$ cat src/rtl/hft_tx_pkg.sv
// Shared types and sizing for the order-register transmit path.
// Frame geometry is fixed here so the FIFO entry and the stream mux agree.
package hft_tx_pkg;

  localparam int unsigned REG_WIDTH  = 32;
  localparam int unsigned NUM_WORDS  = 9;
  localparam int unsigned FIFO_DEPTH = 4;
  localparam int unsigned CNT_WIDTH  = 16;

  localparam int unsigned IDX_WIDTH  = $clog2(NUM_WORDS);
  localparam int unsigned FRAME_W    = NUM_WORDS * REG_WIDTH;
  localparam int unsigned ENTRY_W    = 2 * FRAME_W;

  localparam logic [IDX_WIDTH-1:0] LAST_IDX = IDX_WIDTH'(NUM_WORDS - 1);

  localparam logic SIDE_BUY  = 1'b0;
  localparam logic SIDE_SELL = 1'b1;

  typedef enum logic [1:0] {
    IDLE      = 2'd0,
    SEND_BUY  = 2'd1,
    SEND_SELL = 2'd2
  } tx_state_t;

endpackage

$ cat src/rtl/order_tx_fifo.sv
// First-word-fall-through frame FIFO; a full FIFO still accepts a push on a popping edge.
// head_nxt_o presents the entry that will be at the head after the current edge.
module order_tx_fifo #(
  parameter int unsigned WIDTH = 64,
  parameter int unsigned DEPTH = 4
) (
  input  logic             clk_i,
  input  logic             rst_i,
  input  logic             push_i,
  input  logic [WIDTH-1:0] data_i,
  input  logic             pop_i,
  output logic             push_acc_o,
  output logic [WIDTH-1:0] head_nxt_o,
  output logic             empty_nxt_o,
  output logic             full_o
);

  localparam int unsigned PTR_W = $clog2(DEPTH);
  localparam int unsigned CNT_W = PTR_W + 1;

  logic [WIDTH-1:0] mem_q [DEPTH];
  logic [PTR_W-1:0] rd_ptr_q, rd_ptr_d;
  logic [PTR_W-1:0] wr_ptr_q, wr_ptr_d;
  logic [CNT_W-1:0] count_q, count_d;
  logic             full_q;
  logic             full_now;
  logic             pop_ok;
  logic             push_ok;
  logic             bypass;

  always_comb begin
    full_now = (count_q == CNT_W'(DEPTH));
    pop_ok   = pop_i && (count_q != '0);
    push_ok  = push_i && (!full_now || pop_ok);
    count_d  = count_q + CNT_W'(push_ok) - CNT_W'(pop_ok);
    rd_ptr_d = pop_ok  ? rd_ptr_q + PTR_W'(1) : rd_ptr_q;
    wr_ptr_d = push_ok ? wr_ptr_q + PTR_W'(1) : wr_ptr_q;
    // Incoming frame becomes the head when nothing older will remain stored.
    bypass   = (count_q == '0) || (pop_ok && (count_q == CNT_W'(1)));
  end

  assign push_acc_o  = push_ok;
  assign head_nxt_o  = bypass ? data_i : mem_q[rd_ptr_d];
  assign empty_nxt_o = (count_d == '0);
  assign full_o      = full_q;

  always_ff @(posedge clk_i or posedge rst_i) begin
    if (rst_i) begin
      rd_ptr_q <= '0;
      wr_ptr_q <= '0;
      count_q  <= '0;
      full_q   <= 1'b0;
    end else begin
      rd_ptr_q <= rd_ptr_d;
      wr_ptr_q <= wr_ptr_d;
      count_q  <= count_d;
      full_q   <= (count_d == CNT_W'(DEPTH));
    end
  end

  always_ff @(posedge clk_i) begin
    if (push_ok) begin
      mem_q[wr_ptr_q] <= data_i;
    end
  end

endmodule

$ cat src/rtl/order_tx_serializer.sv
// Buffers buy/sell register frame pairs and streams them as 32-bit words, buy side first.
// Stream outputs are registered from next-state values so a pushed frame appears one cycle later.
module order_tx_serializer
  import hft_tx_pkg::*;
(
  input  logic                 i_clk,
  input  logic                 i_reset,
  input  logic                 i_valid,
  input  logic [FRAME_W-1:0]   i_buy_words,
  input  logic [FRAME_W-1:0]   i_sell_words,
  input  logic                 i_tx_ready,
  output logic                 o_tx_valid,
  output logic [REG_WIDTH-1:0] o_tx_data,
  output logic                 o_tx_last,
  output logic                 o_tx_side,
  output logic                 o_full,
  output logic [CNT_WIDTH-1:0] o_drop_count
);

  tx_state_t              state_q, state_d;
  logic [IDX_WIDTH-1:0]   idx_q, idx_d;
  logic                   valid_q, valid_d;
  logic [REG_WIDTH-1:0]   data_q, data_d;
  logic                   last_q, last_d;
  logic                   side_q, side_d;
  logic [CNT_WIDTH-1:0]   drop_q, drop_d;

  logic                   beat;
  logic                   pop;
  logic                   push_acc;
  logic                   empty_nxt;
  logic [ENTRY_W-1:0]     head_nxt;
  logic [FRAME_W-1:0]     sel_words;

  assign beat = valid_q && i_tx_ready;
  assign pop  = beat && (state_q == SEND_SELL) && (idx_q == LAST_IDX);

  order_tx_fifo #(
    .WIDTH (ENTRY_W),
    .DEPTH (FIFO_DEPTH)
  ) u_fifo (
    .clk_i       (i_clk),
    .rst_i       (i_reset),
    .push_i      (i_valid),
    .data_i      ({i_sell_words, i_buy_words}),
    .pop_i       (pop),
    .push_acc_o  (push_acc),
    .head_nxt_o  (head_nxt),
    .empty_nxt_o (empty_nxt),
    .full_o      (o_full)
  );

  // Next-state: word index advances only on accepted beats.
  always_comb begin
    state_d = state_q;
    idx_d   = idx_q;
    case (state_q)
      IDLE: begin
        if (!empty_nxt) begin
          state_d = SEND_BUY;
          idx_d   = '0;
        end
      end
      SEND_BUY: begin
        if (beat) begin
          if (idx_q == LAST_IDX) begin
            state_d = SEND_SELL;
            idx_d   = '0;
          end else begin
            idx_d = idx_q + IDX_WIDTH'(1);
          end
        end
      end
      SEND_SELL: begin
        if (beat) begin
          if (idx_q == LAST_IDX) begin
            state_d = empty_nxt ? IDLE : SEND_BUY;
            idx_d   = '0;
          end else begin
            idx_d = idx_q + IDX_WIDTH'(1);
          end
        end
      end
      default: begin
        state_d = IDLE;
        idx_d   = '0;
      end
    endcase
  end

  always_comb begin
    sel_words = (state_d == SEND_SELL) ? head_nxt[ENTRY_W-1:FRAME_W] : head_nxt[FRAME_W-1:0];
    valid_d   = (state_d != IDLE);
    data_d    = valid_d ? sel_words[32'(idx_d) * REG_WIDTH +: REG_WIDTH] : '0;
    last_d    = valid_d && (idx_d == LAST_IDX);
    side_d    = valid_d && (state_d == SEND_SELL) ? SIDE_SELL : SIDE_BUY;
    drop_d    = drop_q;
    if (i_valid && !push_acc && (drop_q != '1)) begin
      drop_d = drop_q + CNT_WIDTH'(1);
    end
  end

  always_ff @(posedge i_clk or posedge i_reset) begin
    if (i_reset) begin
      state_q <= IDLE;
      idx_q   <= '0;
      valid_q <= 1'b0;
      data_q  <= '0;
      last_q  <= 1'b0;
      side_q  <= 1'b0;
      drop_q  <= '0;
    end else begin
      state_q <= state_d;
      idx_q   <= idx_d;
      valid_q <= valid_d;
      data_q  <= data_d;
      last_q  <= last_d;
      side_q  <= side_d;
      drop_q  <= drop_d;
    end
  end

  assign o_tx_valid   = valid_q;
  assign o_tx_data    = data_q;
  assign o_tx_last    = last_q;
  assign o_tx_side    = side_q;
  assign o_drop_count = drop_q;

endmodule
$ cat config.mk
export PLATFORM = sky130hd
export DESIGN_NAME = order_tx_serializer
export DESIGN_NICKNAME = d
export VERILOG_FILES = /design/src/rtl/hft_tx_pkg.sv /design/src/rtl/order_tx_fifo.sv /design/src/rtl/order_tx_serializer.sv
export SDC_FILE = /design/constraint.sdc
export NUM_CORES = 2
export LEC_CHECK = 0
export CAP_MARGIN = 25
export CELL_PAD_IN_SITES_DETAIL_PLACEMENT = 0
export CELL_PAD_IN_SITES_GLOBAL_PLACEMENT = 2
export CORE_MARGIN = 1
export CORE_UTILIZATION = 43
export CTS_CLUSTER_DIAMETER = 200
export DETAILED_ROUTE_END_ITERATION = 10
export GPL_ROUTABILITY_DRIVEN = 0
export PLACE_DENSITY_LB_ADDON = 0.1
export SLEW_MARGIN = 20
export SYNTH_ARGS = -nofsm -noshare
export SYNTH_HDL_FRONTEND = slang
export SYNTH_SLANG_ARGS = --single-unit
$ cat constraint.sdc
create_clock -name i_clk -period 17.9 [get_ports i_clk]
set_clock_uncertainty 0.2 [all_clocks]
set_input_delay 1.79 -clock i_clk [delete_from_list [all_inputs] [get_ports i_clk]]
set_output_delay 1.79 -clock i_clk [all_outputs]
set_load 0.01 [all_outputs]
==> metrics.md <==
| Metric | Value |
|---|---|
| Die extent in x | 493 µm |
| Post-DP HPWL | 257 mm |
| Share of the synthesized area in the top cell type | 0.668 |
| Longest Clk Path Bufs | 4 |
| Synth-to-layout area growth | 17.7% |
| Slowest-stage cell, CP | o21ai_0 |
| Net count, final | about 8400 |
| Final min period | 9.47 ns |
| RSZ-0062 raised after global routing | no |
| GRT Util Overall | 0.324 |
| 1st-iter DRT viols | 8818 |
| Critical path startpoint category | input pin |
| Fin. max-slew vios | 0 |
| CP dominant cell by count | buf_4 |
| WL/cell | 36.1 µm |
| Async set or reset register ratio after synthesis | 0.0274 |
| Met2 global-route usage | 0.496 |
| Worst skew pair latency | 0.93 ns |
| Cell Area, Synth | 104000 µm² |
| Initial antenna violation count | ~140 |
| Placed cell area | 113000 µm² |
| Req. time, crit path | 18.49 ns |
| Core Area | 239000 µm² |
| GR Util met1 | 0.444 |
| Hold Path Class | flip-flop to flip-flop |
| Clk sink count | 2369 |
| Setup TNS | 0 ns |
| # hold bufs at CTS | 0 |
| Endpoints failing hold | 0 |
| Vias in the first global route | 68400 |
| Remaining DRCs | 0 |
| Maxcap violations | 0 |
| PwrDens | 138 nW/µm² |
| Met3 usage | 0.0692 |
| Least-Margin Pin Slew | 1.19 ns |
| I/O pin cnt | 632 |
| Overall routed net length | 404 mm |
| CTS HTree Levels | 5 |
| Clock transition at path regs | 0.06 ns |
| Synth Instances | ~7300 |
| Mean Syn Cell Area | 14.2 µm² |
| Buffers on Ports | 631 |
| Sequential fraction of the synthesis area | 0.684 |
| Leading cell type in the layout, fill and taps excluded | edfxtp_1 |
| Design area | 122000 µm² |
| CTS tree | done |
| FF+latch area | a little over 70000 µm² |
| Resized cells post-CTS | 0 |
| Max-slew headroom | 0.204 |
| Largest cells by area after synthesis | edfxtp_1, mux2_2, mux2i_1 |
| Distinct cells, synth | 87 |
| Syn Nets | 7863 |
| Via density | 6.49 |
| Critical Path AT | 10.06 ns |
| Hold WS | around 0.29 ns |
| Clk root buf | clkbuf_16 |
| Antenna viol nets, final | 0 |
| Family with the most delay on the worst path | buffers and inverters |
| Fin crit share | 0.529 |
| First-pass GRT wire length | 552 mm |
| Largest net degree at the start of global routing | 150 |
| Crit path max fanout | 76 |
| Row cnt | 179 |
| Largest stage delay, worst path | 0.73 ns |
| Gr busiest metal | met2 |
| Fraction of layout cells with a size suffix above 1 | 0.134 |
| Post-synth EDFFs | approximately 2300 |
| Crit path cell chain | clkdlybuf4s50_1 > and3_1 > buf_4 > nand3_4 > inv_8 > ha_1 > inv_1 > ha_1 > fa_1 > or3b_2 > nor3_2 > o31ai_4 > buf_4 > inv_2 > nand2_8 > buf_4 > buf_4 > buf_4 > mux4_2 > a22o_1 > o21ai_0 > buf_4 > o31ai_1 |
| Die height | 493 µm |
| Static Leakage | 41.6 nW |
| Yosys warning total | 0 |
| Max Clk Rate | roughly 110 MHz |
| Status | finished clean |
| TritonCTS Buffers | 282 |
| Die ar. | 243000 µm² |
| Starting Density | 0.434 |
| Multi-input logic area | 30300 µm² |
| Most frequent cells in the layout | edfxtp_1, nand2_1, clkdlybuf4s50_1 |
| GR Overflow Total | 0 |
| Total number of vias | 72600 |
| CP Buf/Inv Count | 10 |
| Crit Path Class | input pin to flip-flop |
| Maximum vdd ir drop | 82.3 µV |
| Filler instances | 20200 |
| Leading area contributor after synthesis | edfxtp_1 |
| Worst Setup End Kind | flip-flop |
| First-pass detailed-route iteration total | 5 |
| Synth Flop Type | edfxtp_1 |
| Setup Buffers After CTS | 0 |
| #FFs+latches synth | around 2400 |
| Final setup viols | 0 |
-- flip-flops by register name, indices dropped and copies added (netlist names) --
name	count
idx_q	4
o_drop_count	16
o_tx_data	32
o_tx_last	1
o_tx_side	1
o_tx_valid	1
state_q	2
u_fifo.count_q	3
u_fifo.full_o	1
u_fifo.mem_q	2304
u_fifo.rd_ptr_q	2
u_fifo.wr_ptr_q	2
-- area by class of cell --
type | count | share of cell area
antenna | 61 | 0.00125
clock buffer | 385 | 0.0637
clock inverter | 92 | 0.00534
inverter | 31 | 0.00129
multi-input combinational | 4247 | 0.249
sequential | 2369 | 0.581
tap | 3167 | 0.0325
timing repair buffer | 832 | 0.0661
-- power by group --
part / total [mW] / switching (mW) / internal, mW
combinational: 3.75 / 2.76 / 0.991
clock: 5.37 / 2.24 / 3.13
sequential: 7.64 / 0.327 / 7.31
total: 16.8 / 5.32 / 11.4
-- cell usage after synthesis (13+ instances only) --
cell / n
edfxtp_1: 2304
nand2_1: 738
mux2i_1: 372
mux2_2: 346
o22ai_1: 278
clkbuf_1: 273
o21ai_0: 228
buf_2: 227
nand3_1: 223
nor3_1: 214
a31oi_1: 182
a21oi_1: 171
nor2_1: 168
o221ai_1: 154
a311oi_1: 131
a211oi_1: 126
buf_1: 99
a2111oi_0: 92
a221oi_1: 73
o211ai_1: 73
nor2b_1: 68
dfrtp_1: 65
mux4_2: 64
and3_1: 58
and2_1: 46
nand4_1: 39
a211o_1: 36
o311ai_0: 31
o31ai_1: 31
a22oi_1: 25
inv_1: 22
a311o_1: 20
buf_4: 20
a22o_1: 15
a31o_2: 15
a2111o_1: 13
a21o_1: 13
a32oi_1: 13
ha_1: 13
-- final timing paths --
path | startpoint | to | slack (ns) | cells after the start
max in group asynchronous | i_reset | u_fifo.rd_ptr_q[0] | 15.09 | 3
hold / removal | o_drop_count[15] | o_drop_count[15] | 0.29 | 1
setup / recovery | i_tx_ready | o_tx_data[27] | 8.43 | 23
min in group asynchronous | i_reset | o_tx_side | 1.17 | 2
setup reg to reg | idx_q[0] | o_tx_data[27] | 9.10 | 24
hold reg to reg | o_drop_count[15] | o_drop_count[15] | 0.29 | 1
-- metrics by stage --
| step | worst slack (ns) | power, mW | std cells | utilization |
|---|---|---|---|---|
| after detailed placement | 7.59 | 11.4 | 10600 | 0.475 |
| after global placement | 7.62 | 11.4 | 10600 | 0.474 |
| final | 8.43 | 16.8 | 11200 | 0.511 |
| after global routing | 8.24 | 17.2 | 11200 | 0.511 |
| after floorplan | 0.703 | 10.1 | 7269 | - |
| after CTS | 8.53 | 16.8 | 11100 | 0.510 |
-- cells by family after synthesis --
logic type | count (synthesis) | share of synthesized area
AOI/OAI and AO/OA | 1824 | 0.127
xor gates and xnor gates | 17 | 0.00160
adders and majority gates | 14 | 0.00176
buffers and inverters | 653 | 0.0274
DFF | 2369 | 0.684
muxes | 782 | 0.0875
and+or+nand+nor | 1610 | 0.0708
-- per-layer routing --
metal | vias to the layer above | part of all wire | wire length [µm]
met5 | - | 0.0013 | 509
met4 | 76 | 0.042 | 16800
met3 | 699 | 0.091 | 36600
met2 | 3720 | 0.46 | 185000
met1 | 37700 | 0.41 | 165000
li1 | 30400 | - | -
No activity file was read; power rests on OpenSTA's default activity.
